==> config.mk <==
export PLATFORM = sky130hd
export DESIGN_NAME = pc_fetch_seq
export DESIGN_NICKNAME = d
export VERILOG_FILES = /design/src/rtl/pc_fetch_seq.sv
export SDC_FILE = /design/constraint.sdc
export NUM_CORES = 1
export LEC_CHECK = 0
export BUFFER_PORTS_ARGS = -buffer_cell sky130_fd_sc_hd__clkbuf_2
export CAP_MARGIN = 20
export CORE_ASPECT_RATIO = 0.8
export CORE_UTILIZATION = 41
export CTS_BUF_LIST = sky130_fd_sc_hd__clkbuf_16
export CTS_CLUSTER_SIZE = 20
export DETAILED_ROUTE_END_ITERATION = 10
export GPL_TIMING_DRIVEN = 0
export PLACE_DENSITY = 0.82
export RECOVER_POWER = 25
export REMOVE_ABC_BUFFERS = 1
export SYNTH_ARGS = -nofsm -noshare
export SYNTH_HDL_FRONTEND = slang
export SYNTH_SLANG_ARGS = --single-unit
==> constraint.sdc <==
create_clock -name clk -period 2 [get_ports clk]
set_clock_uncertainty 0.15 [all_clocks]
set_input_delay 0.2 -clock clk [delete_from_list [all_inputs] [get_ports clk]]
set_output_delay 0.2 -clock clk [all_outputs]
set_load 0.05 [all_outputs]
==> src/rtl/pc_fetch_seq.sv <==
// pc_fetch_seq: architectural PC owner and instruction-fetch sequencer.
//
// Fetches the word at pc through a req/ready handshake and holds it for decode.
// Loads the next PC when decode accepts the word. Freezes when the HLT opcode is fetched.
//
// Ports:
//   clk, rst_n     clock; synchronous active-low reset
//   next_pc        next PC from the PC-update logic
//   pc_update      decode accepts instr; load next_pc (HOLD only)
//   stall          blocks the PC load while high
//   imem_addr      fetch address (equals pc)
//   imem_req       read request, high while in REQ
//   imem_rdata     instruction word from memory
//   imem_ready     memory returns data this cycle
//   pc             current PC
//   instr          captured instruction
//   instr_valid    instr valid for decode
//   halted         HLT fetched, sequencer frozen
//   misalign       sticky: an odd next_pc was loaded (PC force-aligned)
//   fetch_cnt      instructions captured since reset, wraps
//   timeout_err    sticky memory-timeout flag
//
// Optional feature: define FETCH_TIMEOUT_EN to enable the REQ timeout/retry logic.
// Without it REQ waits indefinitely and timeout_err is tied to 0.

module pc_fetch_seq #(
  parameter logic [15:0] RESET_VECTOR   = 16'h0000,
  parameter logic [3:0]  HALT_OPCODE    = 4'hF,
  parameter int unsigned TIMEOUT_CYCLES = 16
) (
  input  logic        clk,
  input  logic        rst_n,
  input  logic [15:0] next_pc,
  input  logic        pc_update,
  input  logic        stall,
  output logic [15:0] imem_addr,
  output logic        imem_req,
  input  logic [15:0] imem_rdata,
  input  logic        imem_ready,
  output logic [15:0] pc,
  output logic [15:0] instr,
  output logic        instr_valid,
  output logic        halted,
  output logic        misalign,
  output logic [15:0] fetch_cnt,
  output logic        timeout_err
);

  // StGap is the one-cycle request drop after a timeout; unreachable without FETCH_TIMEOUT_EN.
  typedef enum logic [1:0] {StReq, StHold, StHalt, StGap} state_e;

  state_e state;

`ifdef FETCH_TIMEOUT_EN
  localparam int unsigned TW = $clog2(TIMEOUT_CYCLES + 1);
  logic [TW-1:0] tout_cnt;
`else
  logic unused_cfg;
  assign unused_cfg  = ^TIMEOUT_CYCLES;
  assign timeout_err = 1'b0;
`endif

  assign imem_req  = (state == StReq);
  assign imem_addr = pc;

  always_ff @(posedge clk) begin
    if (!rst_n) begin
      state       <= StReq;
      pc          <= RESET_VECTOR;
      instr       <= 16'h0000;
      instr_valid <= 1'b0;
      halted      <= 1'b0;
      misalign    <= 1'b0;
      fetch_cnt   <= 16'h0000;
`ifdef FETCH_TIMEOUT_EN
      tout_cnt    <= '0;
      timeout_err <= 1'b0;
`endif
    end else begin
      case (state)
        StReq: begin
          // Ready wins over a timeout landing on the same cycle.
          if (imem_ready) begin
            instr       <= imem_rdata;
            instr_valid <= 1'b1;
            fetch_cnt   <= fetch_cnt + 16'd1;
            if (imem_rdata[15:12] == HALT_OPCODE) begin
              state  <= StHalt;
              halted <= 1'b1;
            end else begin
              state <= StHold;
            end
`ifdef FETCH_TIMEOUT_EN
            tout_cnt <= '0;
          end else if (tout_cnt == TW'(TIMEOUT_CYCLES - 1)) begin
            // This is the TIMEOUT_CYCLES-th cycle without ready: drop req, then retry same pc.
            timeout_err <= 1'b1;
            tout_cnt    <= '0;
            state       <= StGap;
          end else begin
            tout_cnt <= tout_cnt + TW'(1);
`endif
          end
        end
        StHold: begin
          // stall overrides pc_update; odd targets are aligned and flagged.
          if (pc_update && !stall) begin
            pc          <= {next_pc[15:1], 1'b0};
            instr_valid <= 1'b0;
            state       <= StReq;
            if (next_pc[0]) misalign <= 1'b1;
`ifdef FETCH_TIMEOUT_EN
            tout_cnt <= '0;
`endif
          end
        end
        StHalt: begin
          // Frozen until reset.
        end
        StGap: begin
          state <= StReq;
        end
        default: begin
          state <= StReq;
        end
      endcase
    end
  end

endmodule
==> load_flow_metrics.sql <==
INSERT INTO impl_metrics (metric_group, metric, value, unit) VALUES
('outcome', 'status', 'finished clean', ''),
('critical_path', 'setup.worst_path.class', 'reg2reg', ''),
('sta', 'timing.max_slew.rel_slack', '42.6', '%'),
('routing', 'drtPass1Iterations', '4', ''),
('finish', 'final_cells', '444', ''),
('routing', 'initialDrtViolationCount', '59', ''),
('routing', 'routed_wire_length_per_instance', '12.8', 'microns'),
('global_routing', 'grt_use_met3', '5.38', '%'),
('sta', 'hold_viol_final', '0', ''),
('global_routing', 'grt_util_met1', '22.1', '%'),
('global_routing', 'groute.usage.overall', '20.8', '%'),
('global_routing', 'grt.met2_usage', '39.5', '%'),
('yosys', 'synth_area', '0.00212', 'sq mm'),
('critical_path', 'setup.worst_path.start_class', 'flip-flop', ''),
('floorplan', 'boundaryPins', '106', ''),
('critical_path', 'slowest_delay', '590', 'ps'),
('finish', 'area_delta_synth_final', '42.3', '%'),
('critical_path', 'timing.critical_path.buf_inv', '0', ''),
('clock_tree', 'cts.htree.levels', '2', ''),
('sta', 'fin_setup_tns', '0', 'ps'),
('finish', 'num_antenna_cells', '0', ''),
('routing', 'route.antenna.remaining_nets', '0', ''),
('clock_tree', 'clock_tree.root_cell', 'clkbuf_16', ''),
('sta', 'min_period', '1910', 'ps'),
('critical_path', 'ff2ff_setup_slack', '90', 'ps'),
('routing', 'routed_via_density', '4.75', ''),
('finish', 'nets', '419', ''),
('floorplan', 'fp.dieH', '66.3', 'microns'),
('floorplan', 'coreArea', '0.00498', 'sq mm'),
('power_and_ir_drop', 'power', '0.00231', 'W'),
('routing', 'wirelength', '5680', 'microns'),
('sta', 'timing.fmax', '524', 'MHz'),
('clock_tree', 'cts_tree', 'built', ''),
('global_routing', 'grt_start_max_net_pins', '51', ''),
('sta', 'tightest_slew', '859', 'ps'),
('finish', 'share_of_cells_above_drive_strength_1', '25.1', '%'),
('routing', 'via_count', '2107', ''),
('sta', 'whs', '11.7', 'ps'),
('placement', 'place.detailed.hpwl', '3270', 'microns'),
('yosys', 'synth_warnings', '0', ''),
('floorplan', 'floorplan.initialDensity', '42.5', '%'),
('yosys', 'synth.ff_latch_count', '52', ''),
('floorplan', 'core.rowCount', '23', ''),
('clock_tree', 'clock_sinks', '52', ''),
('placement', 'place_inst', '400', ''),
('global_routing', 'grt_most_used_layer', 'met2', ''),
('hold_path', 'holdCritPathClass', 'in2reg', ''),
('critical_path', 'worst_ep_required', '2060', 'ps'),
('global_routing', 'grt_pass1_wl', '8510', 'microns'),
('floorplan', 'floorplan.die_area', '0.00546', 'sq mm'),
('critical_path', 'worst-endpoint-arrival', '1970', 'ps'),
('clock_tree', 'cts_buffers', '5', ''),
('critical_path', 'cp-end-kind', 'flip-flop', ''),
('global_routing', 'grt_pass1_vias', '1944', ''),
('global_routing', 'global_route.overflow_total', '0', ''),
('global_routing', 'grt_antenna_before_repair', '0', ''),
('power_and_ir_drop', 'total_leakage_power', '1.24', 'nW'),
('yosys', 'avgSynthCellArea', '8.05', 'sq um'),
('power_and_ir_drop', 'power.density_cell_area', '767', 'mW/mm^2'),
('yosys', 'netlist-cell-type-count', '29', ''),
('clock_tree', 'clk_pin_slew', '70', 'ps'),
('critical_path', 'cp_cell_sequence', 'nand4bb_4, or4_4, or3_1, a21oi_1', ''),
('yosys', 'syn-instance-count', '263', ''),
('placement', 'buffer_ports.inserted', '102', ''),
('power_and_ir_drop', 'power.ir.vdd_worst', '0.000484', 'V'),
('sta', 'finalMaxSlewViolations', '0', ''),
('critical_path', 'cp_slowest_cell', 'or4_4', ''),
('critical_path', 'worstPathMaxFanout', '7', ''),
('clock_tree', 'clock_insertion_delay_worst_skew', '280', 'ps'),
('clock_tree', 'ctsLongestPathBuffers', '2', ''),
('sta', 'min_period_over_period', '95.5', '%'),
('finish', 'num-fill-cells', '429', ''),
('routing', 'drc_errors', '0', ''),
('sta', 'setup_viol', '0', ''),
('placement', 'gp_routability_congestion', '0.720', ''),
('floorplan', 'die-width', '82.4', 'microns'),
('finish', 'utilization', '60.5', '%'),
('critical_path', 'critical-path-top-delay-family', 'simple AND/OR/NAND/NOR gates', ''),
('yosys', 'synth.yosys.seq_area_share', '49.1', '%'),
('run', 'max_cap_violations', '0', '');
## cell usage after synthesis
| cell | count | area share (%) |
|---|---|---|
| nand3_1 | 5 | 1.2 |
| ha_1 | 1 | 0.59 |
| buf_4 | 18 | 6.4 |
| and4bb_2 | 1 | 0.59 |
| nor2_1 | 12 | 2.1 |
| or3_1 | 4 | 1.2 |
| nor3_1 | 4 | 0.95 |
| and2_1 | 1 | 0.30 |
| nor4_1 | 5 | 1.5 |
| o21ai_0 | 5 | 1.2 |
| mux2i_1 | 2 | 0.95 |
| buf_2 | 2 | 0.47 |
| a211oi_1 | 1 | 0.35 |
| inv_2 | 1 | 0.18 |
| clkbuf_1 | 10 | 1.8 |
| dfxtp_1 | 52 | 49 |
| conb_1 | 1 | 0.18 |
| or4b_2 | 1 | 0.47 |
| a21oi_1 | 41 | 9.7 |
| inv_1 | 5 | 0.89 |
| nand4bb_1 | 1 | 0.53 |
| nand2b_1 | 3 | 0.89 |
| nand2_1 | 72 | 13 |
| nand4_1 | 4 | 1.2 |
| xnor2_1 | 7 | 2.9 |
| nor4b_1 | 1 | 0.41 |
| or4_4 | 1 | 0.53 |
| nand3b_1 | 1 | 0.35 |
| xor2_1 | 1 | 0.41 |
## worst register-to-register path, delay by kind of cell (launching register included)
family / cells / cell delay [ps]
flip-flops: 1 / 360
AND/OR/NAND/NOR: 3 / 1190
AO/OA/AOI/OAI: 1 / 140
## logic make-up (layout without fill, tap and decap cells)
logic type / count (synthesis) / in the layout / synth area share, %
AND/OR/NAND/NOR: 116 / 116 / 24.9
flip-flops: 52 / 52 / 49.1
AO/OA/AOI/OAI: 47 / 47 / 11.2
buffers and inverters: 36 / 153 / 9.69
XOR/XNOR: 8 / 8 / 3.31
multiplexers: 2 / 2 / 0.945
adder cells (fa/ha/maj): 1 / 1 / 0.591
other: 1 / 3 / 0.177
## per-stage QoR
step / setup slack (ps) / area, sq um
floorplan: -285 / 1940
global placement: -881 / 2530
detailed placement: -95.5 / 2540
CTS: 19.3 / 3000
global route: -39.9 / 3010
finish: 90.2 / 3010
## layout make-up
class	count	area (sq um)	share of cell area, %
clock buffers	5	125	4.15
clock inverters	3	11.3	0.374
inverters	6	22.5	0.747
multi-input cells	177	905	30.0
flip-flops and latches	52	1040	34.7
well taps	62	77.6	2.57
repair buffers	139	828	27.5
## flip-flops by register name, summed over array words and instances, names as in the netlist
register,flops
fetch_cnt,16
instr,16
imem_addr,15
state,2
halted,1
instr_valid,1
misalign,1
## cells in the final DEF, fill, tap and decap left out, drive strengths merged
master,netlist,routed
clkbuf,10,107
nand2,72,72
dfxtp,52,52
a21oi,41,41
dlygate4sd3,0,30
nor2,12,12
inv,6,8
xnor2,7,7
buf,20,7
o21ai,5,5
nand3,5,5
nor4,5,5
nand4,4,4
or3,4,4
nor3,4,4
nand2b,3,3
conb,1,3
mux2i,2,2
and2,1,1
nand3b,1,1
a211oi,1,1
nor4b,1,1
or4b,1,1
nand4bb,1,1
or4,1,1
and4bb,1,1
xor2,1,1
ha,1,1
clkinv,0,1
## what timing repair did
item	4_1_cts	5_1_grt
hold endpoints to repair	30	0
hold buffers	30	0
setup endpoints to repair	2	3
pin swaps	0	2
buffers inserted	0	6
resized for setup	2	4
## layer usage
metal | part of all wire, % | routed length, microns | vias up
li1 | - | - | 1085
met1 | 43 | 2430 | 941
met2 | 51 | 2920 | 77
met3 | 5.0 | 286 | 4
met4 | 0.67 | 38 | 0
met5 | 0 | 0 | -
## power breakdown
group	switching, W	total [W]	internal, W
Combinational	0.000283	0.000404	0.000121
Sequential	0.0000262	0.00110	0.00107
Clock	0.000356	0.000808	0.000451
Total	0.000665	0.00231	0.00165
## final timing paths
kind	startpoint	end	depth (start not counted)
max	state[1]	fetch_cnt[15]	4
min	imem_rdata[12]	instr[12]	3
max reg2reg	state[1]	fetch_cnt[15]	4
min reg2reg	instr[7]	instr[7]	2
Power figures use the tool's default switching activity.
